`src/rtl/vga_text_pkg.sv`:
```
// Shared definitions for the VGA text cursor controller.
//   state_t     : controller states (IDLE, CLEAR_ROW, CLEAR_ALL)
//   ASCII_*     : control codes recognised by the cursor logic
//   DEF_COLS/ROWS : default screen geometry
//   is_printable: 1 for codes 0x20..0x7E
package vga_text_pkg;

   typedef enum logic [1:0] {
      IDLE      = 2'd0,
      CLEAR_ROW = 2'd1,
      CLEAR_ALL = 2'd2
   } state_t;

   localparam logic [7:0] ASCII_CR    = 8'h0D;
   localparam logic [7:0] ASCII_LF    = 8'h0A;
   localparam logic [7:0] ASCII_BS    = 8'h08;
   localparam logic [7:0] ASCII_TAB   = 8'h09;
   localparam logic [7:0] ASCII_BLANK = 8'h20;

   localparam int unsigned DEF_COLS = 80;
   localparam int unsigned DEF_ROWS = 30;

   function automatic logic is_printable(input logic [7:0] c);
      return (c >= 8'h20) && (c <= 8'h7E);
   endfunction

endpackage

```
`src/rtl/vga_text_cursor.sv`:
```
// Text cursor controller between the keyboard ASCII stream and the VGA
// character RAM. Handles printable writes, wrap, CR/LF, tab, backspace,
// row clearing on line advance and full-screen clearing.
//
// Ports:
//   clk, reset_n          : clock, asynchronous active-low reset
//   char_ready, char_data : one-cycle ASCII strobe from the keyboard
//   clear_screen          : one-cycle request to blank the screen and home
//   vga_char_wr/in/x/y    : character RAM write strobe, data and cell address
//   cursor_x, cursor_y    : current cursor position
//   busy                  : not IDLE, or a character is waiting in the hold reg
//   overflow              : sticky, a character was dropped
//
// state     | meaning
// ----------+--------------------------------------------------------------
// IDLE      | waiting; serves pending clear first, then the held character
// CLEAR_ROW | blanking the cursor row, one cell per cycle
// CLEAR_ALL | blanking the whole screen row-major, then cursor home
module vga_text_cursor
   import vga_text_pkg::*;
#(
   parameter int unsigned COLS       = DEF_COLS,
   parameter int unsigned ROWS       = DEF_ROWS,
   parameter logic [7:0]  BLANK_CHAR = ASCII_BLANK
) (
   input  logic       clk,
   input  logic       reset_n,
   input  logic       char_ready,
   input  logic [7:0] char_data,
   input  logic       clear_screen,
   output logic       vga_char_wr,
   output logic [7:0] vga_char_in,
   output logic [6:0] vga_char_x,
   output logic [4:0] vga_char_y,
   output logic [6:0] cursor_x,
   output logic [4:0] cursor_y,
   output logic       busy,
   output logic       overflow
);

   localparam logic [6:0] X_LAST = 7'(COLS - 1);
   localparam logic [4:0] Y_LAST = 5'(ROWS - 1);
   localparam logic [7:0] COLS_W = 8'(COLS);

   state_t     state_q, state_d;
   logic       hold_full_q, hold_full_d;
   logic [7:0] hold_data_q, hold_data_d;
   logic       pend_clr_q, pend_clr_d;
   logic [6:0] sx_q, sx_d;
   logic [4:0] sy_q, sy_d;
   logic [6:0] cx_d;
   logic [4:0] cy_d;
   logic       wr_d;
   logic [7:0] in_d;
   logic [6:0] wx_d;
   logic [4:0] wy_d;
   logic       ovf_d;
   logic       busy_d;
   logic       consume;
   logic [4:0] cy_adv;
   logic [7:0] tab_x;

   always_comb begin
      state_d     = state_q;
      hold_full_d = hold_full_q;
      hold_data_d = hold_data_q;
      pend_clr_d  = pend_clr_q;
      sx_d        = sx_q;
      sy_d        = sy_q;
      cx_d        = cursor_x;
      cy_d        = cursor_y;
      wr_d        = 1'b0;
      in_d        = vga_char_in;
      wx_d        = vga_char_x;
      wy_d        = vga_char_y;
      ovf_d       = overflow;
      consume     = 1'b0;
      cy_adv      = (cursor_y == Y_LAST) ? 5'd0 : cursor_y + 5'd1;
      // 8-bit so a tab from the last tab stop can reach COLS without wrapping
      tab_x       = {1'b0, cursor_x | 7'd7} + 8'd1;

      if (clear_screen && (state_q != IDLE))
         pend_clr_d = 1'b1;

      case (state_q)
         IDLE: begin
            if (pend_clr_q || clear_screen) begin
               state_d = CLEAR_ALL;
               sx_d    = '0;
               sy_d    = '0;
            end else if (hold_full_q) begin
               consume = 1'b1;
               if (is_printable(hold_data_q)) begin
                  wr_d = 1'b1;
                  in_d = hold_data_q;
                  wx_d = cursor_x;
                  wy_d = cursor_y;
                  if (cursor_x == X_LAST) begin
                     cx_d    = '0;
                     cy_d    = cy_adv;
                     state_d = CLEAR_ROW;
                     sx_d    = '0;
                  end else begin
                     cx_d = cursor_x + 7'd1;
                  end
               end else if ((hold_data_q == ASCII_CR) || (hold_data_q == ASCII_LF)) begin
                  cx_d    = '0;
                  cy_d    = cy_adv;
                  state_d = CLEAR_ROW;
                  sx_d    = '0;
               end else if (hold_data_q == ASCII_BS) begin
                  if (cursor_x != 7'd0) begin
                     cx_d = cursor_x - 7'd1;
                     wr_d = 1'b1;
                     in_d = BLANK_CHAR;
                     wx_d = cursor_x - 7'd1;
                     wy_d = cursor_y;
                  end
               end else if (hold_data_q == ASCII_TAB) begin
                  if (tab_x >= COLS_W) begin
                     cx_d    = '0;
                     cy_d    = cy_adv;
                     state_d = CLEAR_ROW;
                     sx_d    = '0;
                  end else begin
                     cx_d = tab_x[6:0];
                  end
               end
            end
         end
         CLEAR_ROW: begin
            wr_d = 1'b1;
            in_d = BLANK_CHAR;
            wx_d = sx_q;
            wy_d = cursor_y;
            if (sx_q == X_LAST) state_d = IDLE;
            else                sx_d    = sx_q + 7'd1;
         end
         CLEAR_ALL: begin
            wr_d = 1'b1;
            in_d = BLANK_CHAR;
            wx_d = sx_q;
            wy_d = sy_q;
            if (sx_q == X_LAST) begin
               sx_d = '0;
               if (sy_q == Y_LAST) begin
                  state_d    = IDLE;
                  cx_d       = '0;
                  cy_d       = '0;
                  pend_clr_d = 1'b0;
               end else begin
                  sy_d = sy_q + 5'd1;
               end
            end else begin
               sx_d = sx_q + 7'd1;
            end
         end
         default: begin
            state_d = CLEAR_ALL;
            sx_d    = '0;
            sy_d    = '0;
         end
      endcase

      if (consume)
         hold_full_d = 1'b0;

      // The hold register may refill in the same cycle it is consumed
      if (char_ready) begin
         if (!hold_full_q || consume) begin
            hold_full_d = 1'b1;
            hold_data_d = char_data;
         end else begin
            ovf_d = 1'b1;
         end
      end

      busy_d = (state_d != IDLE) || hold_full_d;
   end

   always_ff @(posedge clk or negedge reset_n) begin
      if (!reset_n) begin
         state_q     <= CLEAR_ALL;
         hold_full_q <= 1'b0;
         hold_data_q <= '0;
         pend_clr_q  <= 1'b0;
         sx_q        <= '0;
         sy_q        <= '0;
         cursor_x    <= '0;
         cursor_y    <= '0;
         vga_char_wr <= 1'b0;
         vga_char_in <= BLANK_CHAR;
         vga_char_x  <= '0;
         vga_char_y  <= '0;
         overflow    <= 1'b0;
         busy        <= 1'b1;
      end else begin
         state_q     <= state_d;
         hold_full_q <= hold_full_d;
         hold_data_q <= hold_data_d;
         pend_clr_q  <= pend_clr_d;
         sx_q        <= sx_d;
         sy_q        <= sy_d;
         cursor_x    <= cx_d;
         cursor_y    <= cy_d;
         vga_char_wr <= wr_d;
         vga_char_in <= in_d;
         vga_char_x  <= wx_d;
         vga_char_y  <= wy_d;
         overflow    <= ovf_d;
         busy        <= busy_d;
      end
   end

endmodule

```
`config.mk`:
```
export PLATFORM = sky130hd
export DESIGN_NAME = vga_text_cursor
export DESIGN_NICKNAME = d
export VERILOG_FILES = /design/src/rtl/vga_text_pkg.sv /design/src/rtl/vga_text_cursor.sv
export SDC_FILE = /design/constraint.sdc
export NUM_CORES = 1
export LEC_CHECK = 0
export ABC_AREA = 0
export ABC_CLOCK_PERIOD_IN_PS = 3000
export CAP_MARGIN = 25
export CORE_MARGIN = 5
export CORE_UTILIZATION = 35
export DETAILED_ROUTE_END_ITERATION = 8
export DONT_BUFFER_PORTS = 1
export GPL_ROUTABILITY_DRIVEN = 0
export PLACE_DENSITY = 0.53
export SLEW_MARGIN = 20
export SYNTH_ARGS = -nofsm -noshare
export SYNTH_HDL_FRONTEND = slang
export SYNTH_SLANG_ARGS = --single-unit
```
`constraint.sdc`:
```
create_clock -name clk -period 3 [get_ports clk]
set_clock_uncertainty 0.1 [all_clocks]
set_input_delay 0.3 -clock clk [delete_from_list [all_inputs] [get_ports clk]]
set_output_delay 0.3 -clock clk [all_outputs]
set_load 0.005 [all_outputs]
```
==> run_results.csv <==
group,metric,value,unit
yosys,synth_area,3670,um^2
sta,finalSetupTns,0,ns
power,p_leak,1.81,nW
global_routing,gr-total-overflow,0,
cells_and_area,drive_gt1_share,20.1,%
yosys,syn_area_per_cell,9.99,um^2
min_path,hold_path_class,"input pin to flop",
power,internal-power,0.00133,W
setup_path,r2r_end,"vga_char_in[0]",
global_routing,grtUsageMet1,20.1,%
sta,fmax,387,MHz
placed_design,place_inst,498,
clock_tree,htreeDepth,3,
setup_path,timing.rr.start,"cursor_x[0]",
routing,via_count,2893,
cells_and_area,diodes,0,
routing,remaining_drc_errors,0,
routing,post_drt_wl_per_cell,17.2,um
cells_and_area,final_nets,409,
placed_design,dp_hpwl,6470,um
power,sw_frac_of_total,24.7,%
yosys,ys_async_sr_fraction,100,%
yosys,synth_edf_count,0,
routing,drt_wl_total,9010,um
yosys,synth_area_leaders,"dfrtp_1 38%, mux2_2 7.4%, ha_1 4.4%",
sta,setup_violations,0,
sta,rsz0062_at_grt,"false",
power,p_switching,0.000438,W
global_routing,grt-busiest-layer,"met2",
clock_tree,numCtsBuffers,9,
sta,worst_slew_pin_slew,0.665,ns
clock_tree,root_buffer,"clkbuf_8",
die,coreArea,10300,um^2
power,power_frac_seq,47.4,%
setup_path,worst-path-max-fanout,8,
cells_and_area,syn2layout_area_growth,13.8,%
run_status,status,"finished, final reports clean",
cells_and_area,finalNonFillerCells,525,
clock_tree,clkSlewWorstSetupHoldPaths,0.06,ns
power,pwr-share-comb,8.2,%
global_routing,grt_pass1_vias,2911,
clock_tree,cts.sinks,59,
routing,via_per_inst,5.51,
die,io_pins,47,
setup_path,end_kind,"flop",
sta,min_period,2.59,ns
global_routing,grtUsageTotal,14.9,%
flow_run,maxCapViolCount,0,
die,dieArea,12600,um^2
yosys,synth_cells,368,
sta,hold_violations,0,
min_path,holdCritStartpoint,"char_ready",
clock_tree,cts_tree,"yes",
sta,maxSlewViolCount,0,
yosys,synth.ff_latch_count,59,
clock_tree,clk_path_buf_depth,2,
routing,drt_first_pass_iters,4,
yosys,yosysUniqueCellTypes,76,
sta,slew_headroom,55.3,%
sta,fin_crit_sh,86.2,%
yosys,synth_top_cell_by_area,"dfrtp_1",
die,die_width,112,um
die,rows,37,
setup_path,reg2reg_slack,0.41,ns
routing,drt-initial-drc-count,207,
yosys,syn_nets,393,
power,clockPowerShare,44.4,%
global_routing,antenna_found_initial,0,
power,powerDensity,423,nW/um^2
die,die_h,112,um
placed_design,numPortBuffers,0,
power,vdd_drop_max,0.195,mV
die,initial_core_util,35.8,%
setup_path,cp.required,3.16,ns
clock_tree,clock_latency,0.34,ns
global_routing,grt_start_max_net_pins,60,
yosys,synth_top_area_share,38.1,%
yosys,synth_top_flop_cell,"dfrtp_1",
min_path,hold_depth,1,
global_routing,grt_util_met3,4.42,%
global_routing,grt_pass1_wl,15300,um
setup_path,rr_worst_depth,9,
clock_tree,cts_setup_buffers,0,
min_path,holdPathEnd,"overflow",
setup_path,cp-start-kind,"flop",
setup_path,crit_type,"flop to flop",
routing,ant_nets,0,
yosys,synth.yosys.seq_area_share,40.3,%
setup_path,cp.arrival,2.74,ns
global_routing,met2_usage,22.2,%
yosys,ys_warn_count,0,
[how the worst max path moves through the flow]
stage                endpoint        start  slack (ns)
6_report       vga_char_in[0]  cursor_x[0]        0.41
5_1_grt        vga_char_in[0]  cursor_x[0]        0.21
4_1_cts        vga_char_in[6]  cursor_x[0]        0.40
3_5_place_dp   vga_char_in[6]  cursor_x[0]        0.42
3_3_place_gp   vga_char_in[5]  cursor_x[0]        0.49
2_1_floorplan            busy  cursor_x[3]        0.67
[state kept, by name, indices dropped and copies added (netlist names)]
signal / flops
hold_data_q: 8
vga_char_in: 8
cursor_x: 7
sx_q: 7
vga_char_x: 7
cursor_y: 5
sy_q: 5
vga_char_y: 5
state_q: 2
busy: 1
hold_full_q: 1
overflow: 1
pend_clr_q: 1
vga_char_wr: 1
[final cells by class]
| class | instances | area [um^2] |
|---|---|---|
| Fill cell | 1038 | 6090 |
| Timing Repair Buffer | 22 | 223 |
| Inverter | 25 | 93.8 |
| Sequential cell | 59 | 1480 |
| Tap cell | 136 | 170 |
| Clock inverter | 5 | 77.6 |
| Multi-Input combinational cell | 267 | 2010 |
| Clock buffer | 11 | 131 |
[stage by stage]
stage	setup slack [ns]	area, um^2	util, %	power (W)	hold slack [ns]
after floorplan	0.666	3670	-	0.000939	-0.0956
after global placement	0.486	3850	37.4	0.000967	-0.0931
after detailed placement	0.416	3850	37.4	0.000969	-0.0926
after CTS	0.396	4180	40.7	0.00180	0.00598
after global routing	0.213	4180	40.7	0.00185	0.00651
final	0.414	4180	40.7	0.00177	0.0200
[placed cells by master (no fill, tap or decap), types with 5 or more instances in the layout]
| cell | count |
|---|---|
| o31ai_1 | 5 |
| nand2_1 | 34 |
| dlygate4sd3_1 | 10 |
| buf_4 | 10 |
| a31oi_1 | 6 |
| mux2i_1 | 9 |
| ha_1 | 13 |
| nand4_1 | 5 |
| o21ai_0 | 24 |
| clkbuf_8 | 9 |
| mux2_2 | 24 |
| a21oi_1 | 12 |
| nor2_1 | 19 |
| dfrtp_1 | 56 |
| nor3_1 | 6 |
| nand3_1 | 16 |
| xnor2_1 | 7 |
| and3_1 | 6 |
| inv_1 | 25 |
[metal layers]
| layer | wire, um | up-vias |
|---|---|---|
| li1 | - | 1387 |
| met1 | 4160 | 1416 |
| met2 | 4120 | 75 |
| met3 | 550 | 15 |
| met4 | 176 | 0 |
| met5 | 0 | - |
[power by group through the flow]
stage / Sequential, W / Clock (W) / Combinational, W
final: 0.000839 / 0.000785 / 0.000146
after floorplan: 0.000839 / 0 / 0.000100
after global routing: 0.000841 / 0.000849 / 0.000162
after global placement: 0.000852 / 0 / 0.000114
after CTS: 0.000838 / 0.000815 / 0.000148
after detailed placement: 0.000853 / 0 / 0.000116
[worst max-delay path, cell delays in order, from the launching register on]
cell     delay, ns
dfrtp_1       0.50
inv_1         0.13
ha_1          0.26
nor3b_2       0.20
and3_1        0.23
o21ai_2       0.16
nand3_2       0.11
a21oi_4       0.36
buf_4         0.26
mux2i_1       0.20
[cell usage after synthesis (3+ instances only)]
| cell | number |
|---|---|
| nor3_1 | 6 |
| o31ai_1 | 5 |
| xor2_1 | 4 |
| mux2_2 | 24 |
| nand3_1 | 16 |
| nor2_1 | 19 |
| buf_2 | 10 |
| clkbuf_1 | 3 |
| or3_1 | 3 |
| nand4_1 | 5 |
| o41ai_1 | 3 |
| ha_1 | 13 |
| a21oi_1 | 12 |
| o21ai_0 | 24 |
| a32o_1 | 4 |
| xnor2_1 | 7 |
| mux2i_1 | 9 |
| dfrtp_1 | 56 |
| dfstp_2 | 3 |
| a31oi_1 | 6 |
| inv_1 | 25 |
| nand2_1 | 34 |
| and3_1 | 6 |
| nand2b_1 | 3 |
[kinds of logic (layout without fill, tap and decap cells)]
group / Yosys count / count (layout) / share of synthesized area (%)
compound gates: 93 / 93 / 18.9
xor+xnor: 11 / 11 / 2.62
fa+ha+maj: 13 / 13 / 4.43
buf+inv: 42 / 63 / 5.11
flops: 59 / 59 / 40.3
mux: 35 / 35 / 10.6
simple gates: 115 / 115 / 18.0
[timing repair]
| action | CTS | global route |
|---|---|---|
| resized for setup | 0 | 0 |
| hold buffers | 11 | 0 |
| hold endpoints to repair | 68 | 0 |
Power figures use the tool's default switching activity.
